<file path="config.mk">
export PLATFORM = sky130hd
export DESIGN_NAME = mic_i2s_rx
export DESIGN_NICKNAME = d
export VERILOG_FILES = /design/src/rtl/mic_i2s_rx.sv
export SDC_FILE = /design/constraint.sdc
export NUM_CORES = 1
export LEC_CHECK = 0
export ABC_AREA = 0
export CAP_MARGIN = 20
export CORE_ASPECT_RATIO = 1.25
export CORE_MARGIN = 8
export CORE_UTILIZATION = 24
export CTS_CLUSTER_SIZE = 30
export DETAILED_ROUTE_END_ITERATION = 8
export SKIP_CTS_REPAIR_TIMING = 1
export SLEW_MARGIN = 20
export SYNTH_ARGS = -nofsm -noshare
export SYNTH_HDL_FRONTEND = slang
export SYNTH_SLANG_ARGS = --single-unit
</file>
<file path="constraint.sdc">
create_clock -name clk -period 4.48 [get_ports clk]
set_clock_uncertainty 0.05 [all_clocks]
set_input_delay 0.448 -clock clk [delete_from_list [all_inputs] [get_ports clk]]
set_output_delay 0.448 -clock clk [all_outputs]
set_load 0.005 [all_outputs]
</file>
<file path="src/rtl/mic_i2s_rx.sv">
// mic_i2s_rx: I2S MEMS microphone receiver feeding the audio sample FIFO.
//
// Generates the mic bit clock (mclk) and word select (lr) from clk, deserialises
// the mic data with the I2S one-bit delay, truncates each slot to DAT_WIDTH bits
// and emits one FIFO write per selected slot, suppressed (and flagged) on full.
//
// Build option: define MIC_I2S_RX_STEREO_EN to capture both slots (left then
// right each frame). Without it only slot CHANNEL is captured.
//
// Parameter limits: CLK_DIV >= 4, SLOT_BITS >= 2, 2 <= DAT_WIDTH <= SLOT_BITS-1.
//
// state  | meaning
// IDLE   | stopped; mclk/lr low, counters cleared, waiting for en
// WARMUP | clocks running, samples captured but never written
// RUN    | clocks running, selected slots written to the FIFO

module mic_i2s_rx #(
  parameter int CLK_DIV     = 4,
  parameter int SLOT_BITS   = 32,
  parameter int DAT_WIDTH   = 6,
  parameter int CHANNEL     = 0,
  parameter int SKIP_FRAMES = 2
) (
  input  logic                 clk,
  input  logic                 reset,
  input  logic                 en,
  input  logic                 dataint,
  input  logic                 full,
  output logic                 mclk,
  output logic                 lr,
  output logic [DAT_WIDTH-1:0] data_out,
  output logic                 wr,
  output logic                 chan,
  output logic                 overflow,
  output logic                 busy
);

  localparam int DW = $clog2(CLK_DIV);
  localparam int BW = $clog2(SLOT_BITS);
  localparam int FW = $clog2(SKIP_FRAMES + 1) + 1;

  localparam logic [DW-1:0] DIV_LAST  = DW'(CLK_DIV - 1);
  localparam logic [BW-1:0] SLOT_LAST = BW'(SLOT_BITS - 1);
  localparam logic [BW-1:0] DAT_IDX   = BW'(DAT_WIDTH);
  localparam logic [FW-1:0] SKIP_CNT  = FW'(SKIP_FRAMES);
  localparam logic          CH_BIT    = (CHANNEL != 0);

  typedef enum logic [1:0] {
    IDLE   = 2'd0,
    WARMUP = 2'd1,
    RUN    = 2'd2
  } state_t;

  state_t               state;
  logic [DW-1:0]        div_cnt;
  logic [BW-1:0]        bit_cnt;
  logic [FW-1:0]        frame_cnt;
  logic [FW-1:0]        frame_nxt;
  logic [DAT_WIDTH-1:0] shift_reg;
  logic [DAT_WIDTH-1:0] shift_nxt;
  logic                 din_m;
  logic                 din_s;

  logic run_clk;
  logic div_wrap;
  logic rise_tk;
  logic fall_tk;
  logic slot_wrap;
  logic frame_end;
  logic cap_bit;
  logic slot_sel;
  logic emit;

  // Clocks only run while enabled outside IDLE; dropping en stops them in the
  // same edge that returns the FSM to IDLE, so no partial sample is written.
  assign run_clk   = (state != IDLE) && en;
  assign div_wrap  = (div_cnt == DIV_LAST);
  assign rise_tk   = run_clk && div_wrap && !mclk;
  assign fall_tk   = run_clk && div_wrap && mclk;
  assign slot_wrap = fall_tk && (bit_cnt == SLOT_LAST);
  assign frame_end = slot_wrap && lr;
  assign frame_nxt = frame_cnt + 1'b1;

  // Slot bit 0 is the I2S delay bit; bits above DAT_WIDTH are truncated.
  assign cap_bit   = rise_tk && (bit_cnt != '0) && (bit_cnt <= DAT_IDX);
  assign shift_nxt = {shift_reg[DAT_WIDTH-2:0], din_s};

`ifdef MIC_I2S_RX_STEREO_EN
  assign slot_sel = 1'b1;
`else
  assign slot_sel = (lr == CH_BIT);
`endif

  // The last kept bit arrives on this rise; the sample goes out on the same edge.
  assign emit = rise_tk && (bit_cnt == DAT_IDX) && slot_sel && (state == RUN);

  // Two-flop synchroniser for the mic data, which is asynchronous to clk.
  always_ff @(posedge clk) begin
    if (reset) begin
      din_m <= 1'b0;
      din_s <= 1'b0;
    end else begin
      din_m <= dataint;
      din_s <= din_m;
    end
  end

  // Bit-clock divider and slot/word-select timebase.
  always_ff @(posedge clk) begin
    if (reset || !run_clk) begin
      div_cnt <= '0;
      mclk    <= 1'b0;
      bit_cnt <= '0;
      lr      <= 1'b0;
    end else begin
      div_cnt <= div_wrap ? '0 : div_cnt + 1'b1;
      if (div_wrap) begin
        mclk <= ~mclk;
      end
      if (fall_tk) begin
        bit_cnt <= slot_wrap ? '0 : bit_cnt + 1'b1;
        if (slot_wrap) begin
          lr <= ~lr;
        end
      end
    end
  end

  // Serial-to-parallel shift of the kept bits of each slot, MSB first.
  always_ff @(posedge clk) begin
    if (reset || !run_clk) begin
      shift_reg <= '0;
    end else if (cap_bit) begin
      shift_reg <= shift_nxt;
    end
  end

  // FIFO write strobe, sample/slot hold registers and sticky overflow.
  always_ff @(posedge clk) begin
    if (reset) begin
      wr       <= 1'b0;
      data_out <= '0;
      chan     <= CH_BIT;
      overflow <= 1'b0;
    end else begin
      wr <= 1'b0;
      if (emit) begin
        if (full) begin
          overflow <= 1'b1;
        end else begin
          wr       <= 1'b1;
          data_out <= shift_nxt;
          chan     <= lr;
        end
      end
    end
  end

  // Sequencer: warm-up frame counting and run/stop control.
  always_ff @(posedge clk) begin
    if (reset) begin
      state     <= IDLE;
      frame_cnt <= '0;
      busy      <= 1'b0;
    end else if (!en) begin
      state     <= IDLE;
      frame_cnt <= '0;
      busy      <= 1'b0;
    end else begin
      case (state)
        IDLE: begin
          frame_cnt <= '0;
          busy      <= 1'b1;
          state     <= (SKIP_FRAMES == 0) ? RUN : WARMUP;
        end
        WARMUP: begin
          busy <= 1'b1;
          if (frame_end) begin
            frame_cnt <= frame_nxt;
            if (frame_nxt >= SKIP_CNT) begin
              state <= RUN;
            end
          end
        end
        RUN: begin
          busy <= 1'b1;
        end
        default: begin
          state     <= IDLE;
          frame_cnt <= '0;
          busy      <= 1'b0;
        end
      endcase
    end
  end

endmodule
</file>
# --- Yosys cells after proc, flatten, opt, wreduce, memory -nomap -nowiden ---
# Index checks and enable logic that the tools add are counted.
totals:
  wordCells: 66
  output_inout_bits: 12
  regBits: 31
  input_bits: 5
op_classes:
  magnitude_cmp: 2
  add_sub_neg: 3
  mux: 8
  bitwise_logic: 6
  n_reduce_logical: 26
  eq_ne: 7
ops:
  columns: ["operator", "count"]
  rows:
  - ["1-bit logical AND", 11]
  - ["2-bit AND reduction", 4]
  - ["1-bit inverter", 6]
  - ["2-bit one-hot mux with 3 select lines", 1]
  - ["3-bit one-hot mux with 2 select lines", 1]
  - ["2-bit OR reduction", 3]
  - ["5-bit by 1-bit adder with 5-bit output, second input constant", 1]
  - ["5-bit by 3-bit == test with 1-bit output, second input constant", 1]
  - ["5-bit == test, second input constant", 1]
  - ["5-bit by 3-bit <= comparator with 1-bit output, second input constant", 1]
  - ["5-bit two-way mux", 1]
  - ["5-bit nonzero test", 1]
  - ["2-bit == test, second input constant", 2]
  - ["2-bit two-way mux", 2]
  - ["2-bit inequality test, second input constant", 2]
  - ["3-bit by 1-bit adder with 3-bit output, second input constant", 1]
  - ["3-bit by 2-bit >= comparator with 1-bit output, second input constant", 1]
  - ["3-bit two-way mux", 1]
  - ["3-bit AND reduction", 1]
  - ["3-bit OR reduction", 1]
  - ["2-bit by 1-bit adder with 2-bit output, second input constant", 1]
  - ["2-bit by 1-bit == test with 1-bit output, second input constant", 1]
  - ["1-bit logical NOT", 2]
  - ["2-bit logical NOT", 1]
  - ["other kinds (3)", 4]

# --- Logic depth before layout (Yosys ltp) ---
depth:
  ltp_word: 9
  mapped_depth: 6
  ltp_nobuf: 6

# --- Worst setup path before layout ---
# OpenSTA, ideal clock, no wires.
synth_timing:
  kind: "reg-to-reg"
  from: "reg bit_cnt[1]"
  to: "reg frame_cnt[2]"
  synth_period_minus_slack_ns: 1.846
  stages_incl_launch_ff: 7
  n_path_buf: 0
  setup_ns: 0.074
  required_time_ns: 4.356
  arrival_ns: 1.722
  path_slack_ns: 2.634
  path_cell_list: "dfxtp_1 > ha_1 > and3_1 > ha_1 > nand4_2 > or4_1 > a31oi_1"
synth_via:
  elab_chain_cells: 5
synth_lines:
  columns: ["element", "line_no", "source"]
  rows:
  - ["from (decl)", "56", "logic [BW-1:0] bit_cnt;"]
  - ["from (signal assigned)", "121", "bit_cnt <= slot_wrap ? '0 : bit_cnt + 1'b1;"]
  - ["5-bit == test", "80", "assign slot_wrap = fall_tk && (bit_cnt == SLOT_LAST);"]
  - ["1-bit logical AND", "80", null]
  - ["1-bit logical AND", "81", "assign frame_end = slot_wrap && lr;"]
  - ["2-bit inequality test (no source line)", null, null]
  - ["2-bit AND reduction (no source line)", null, null]
  - ["to (signal assigned)", "179", "frame_cnt <= frame_nxt;"]
  - ["to (decl)", "57", "logic [FW-1:0] frame_cnt;"]
# No other way between the ends.
# A chain may end at the register's enable or synchronous reset.

# --- Worst setup path after layout ---
# Ends and elaborated chain as after synthesis.

==> qor.csv <==
metric;value;unit
result of the run;finished, final reports clean;
layout overhead on the synthesized area;18.6;%
post-synthesis cell area;1480;sq um
vias post-DR;1097;
Fin Setup TNS;0;ns
final-report max-slew violation count;0;
combined area of the multi-input logic cells;762;sq um
DRC violation count after routing;0;
I/O pin count;17;
share of total power in combinational logic;0.030;
cell chosen for the clock root;sky130_fd_sc_hd__clkbuf_8;
Worst Setup End Kind;flop;
pin count of the biggest net entering global routing;20;
area of the core;6090;sq um
antenna cell count;0;
largest incremental delay on the critical path;0.49;ns
Final setup viols;0;
number of flip-flops in the largest register;6;
Arr. time, crit path;2.27;ns
wire length of the first global-routing pass;4780;um
post-placement cell count;242;
most frequently used cell type in the post-synthesis netlist;sky130_fd_sc_hd__dfxtp_1;
Cell Int Power;393;uW
Cell Chain, Critical Path;ha_1, and3_1, ha_1, nand4_2, or4_1, a31oi_1;
total routing resource utilization after global routing;0.0681;
Net Count, Synth;163;
share of post-route cells with drive strength above 1;0.0727;
power per standard cell area;292;nW/um^2
vertical extent of the die;104;um
number of DRC violations after detailed-routing iteration 0;30;
Distinct cells, synth;44;
number of antenna violations at the first check in global routing;0;
GRT Residual Overflow;0;
Setup Crit Path Kind;flop to flop;
data required time of the worst path;4.65;ns
cell count after synthesis;151;
standby leakage power;0.000605;uW
post-route cell area;1760;sq um
type of element launching the critical path;flop;
power share of the clock group;0.425;
register share of total power;0.545;
dominant cells by area after synthesis;sky130_fd_sc_hd__dfxtp_1 42%, sky130_fd_sc_hd__mux2i_1 7.4%, sky130_fd_sc_hd__ha_1 5.9%;
most repeated library cell on the critical path;sky130_fd_sc_hd__ha_1;
critical path peak fanout;8;
wire length per cell after detailed routing;11.1;um
number of I/O port buffers;16;
final-layout fill cell count;665;
Worst Tran Pin Value;0.706;ns
VDD IR-drop max;98.3;uV
clock insertion delay at the later pin of the skew report;0.29;ns
post-route clock period utilization;0.468;
HPWL after detailed placement;2050;um
Synth top area share;0.419;
via count of the first global-routing pass;1092;
path class of the lowest-slack min-delay path;flop to flop;
deepest clock path buffer count;2;
number of levels in the clock H-tree;2;
pre-CTS worst setup slack;2.05;ns
gp weighted congestion;0.748;
synthesized area per cell;9.81;sq um
clock input transition at the sequential cells of the worst setup and hold paths;0.07;ns
most used standard cells in the synthesized netlist;31 x sky130_fd_sc_hd__dfxtp_1, 12 x sky130_fd_sc_hd__nand2b_1, 11 x sky130_fd_sc_hd__mux2i_1, 8 x sky130_fd_sc_hd__nand3_1;
max_slew headroom;0.528;
CP max-delay cell;sky130_fd_sc_hd__or4_1;
number of buffers added by the clock tree synthesis step;5;
number of flops mapped to enable cells by yosys;0;
routed wire length;2770;um
DR pass1 iterations;4;
total die area;8960;sq um
post-route worst hold slack;0.374;ns
most used flip-flop cell after synthesis;sky130_fd_sc_hd__dfxtp_1;
register bit total from synthesis;31;
RSZ-0062 raised after global routing;no;
clock tree from TritonCTS;done;
Yosys Warn Count;0;
P_sw;120;uW
post-placement cell area;1670;sq um
Starting Density;0.243;
nets@finish;176;
post-synthesis cell type with the largest combined area;sky130_fd_sc_hd__dfxtp_1;
Switching Fraction;0.233;
number of cell rows;32;
count of antenna-violating nets left after detailed routing;0;
Max-Cap Viols;0;
register cell area after layout;621;sq um
fraction of synthesis flops using an asynchronous set or reset pin;0;
maximum clock frequency;477;MHz
sequential-to-total area share from yosys stat;0.419;
Clock Sinks;31;
Layout Cells excl Fill;250;
final-report hold violation count;0;
post-DR vias/cell;4.39;
final worst setup slack;2.38;ns
final worst path period need;2.10;ns
horizontal extent of the die;86.3;um
[layout by cell type, fill, tap and decap left out, types with 6 or more instances in the layout]
cell type and n:
sky130_fd_sc_hd__dfxtp_1 31, sky130_fd_sc_hd__clkdlybuf4s50_1 16, sky130_fd_sc_hd__nand2b_1 12, sky130_fd_sc_hd__mux2i_1 11, sky130_fd_sc_hd__nand3_1 8, sky130_fd_sc_hd__a21oi_1 7
sky130_fd_sc_hd__ha_1 7, sky130_fd_sc_hd__nor2_1 6, sky130_fd_sc_hd__nand2_1 6
[worst max-delay path: cells and delay by family, from the launching register on]
| family | cells | cell delay [ns] |
|---|---|---|
| compound gates | 1 | 0.17 |
| fa+ha+maj | 2 | 0.53 |
| flops | 1 | 0.43 |
| simple gates | 3 | 0.85 |
[stage by stage]
stage / utilization / total power (uW)
2_1_floorplan: - / 297
3_3_place_gp: 0.274 / 301
3_5_place_dp: 0.274 / 302
4_1_cts: 0.289 / 522
5_1_grt: 0.289 / 536
6_report: 0.289 / 513
[power groups by stage]
stage,sequential [uW],combinational [uW],clock [uW]
2_1_floorplan,284,12.6,0
3_3_place_gp,286,15.7,0
6_report,279,15.6,218
5_1_grt,279,17.3,239
3_5_place_dp,286,16.0,0
4_1_cts,279,16.1,227
[worst paths after layout]
kind	from	endpoint	slack [ns]	depth (start not counted)
worst max-delay path	bit_cnt[1]	frame_cnt[2]	2.38	6
worst min-delay path	div_cnt[0]	div_cnt[0]	0.37	1
worst max register to register	bit_cnt[1]	frame_cnt[2]	2.38	6
worst min register to register	div_cnt[0]	div_cnt[0]	0.37	1
[per-layer routing]
metal	wire length, um	up-vias	part of all wire	GRT usage
met3	215	6	0.078	0.0348
met5	0	-	0	0
met2	1280	19	0.46	0.105
met4	74	0	0.027	0.0444
li1	-	567	-	-
met1	1210	505	0.44	0.0709
[cell families after synthesis]
logic type,after synthesis,synth area share
adders and majority gates,7,0.0591
and+or+nand+nor,59,0.244
muxes,11,0.0743
xor gates and xnor gates,3,0.0177
buffers and inverters,15,0.0667
AOI/OAI and AO/OA,25,0.119
DFF,31,0.419
[area by class of cell]
class / instances / share of cell area
clock inverters: 3 / 0.0114
well taps: 85 / 0.0605
multi-input cells: 105 / 0.434
inverters: 5 / 0.0107
repair buffers: 16 / 0.0912
clock buffers: 5 / 0.0392
flip-flops and latches: 31 / 0.353
(Power assumes the default switching activity.)
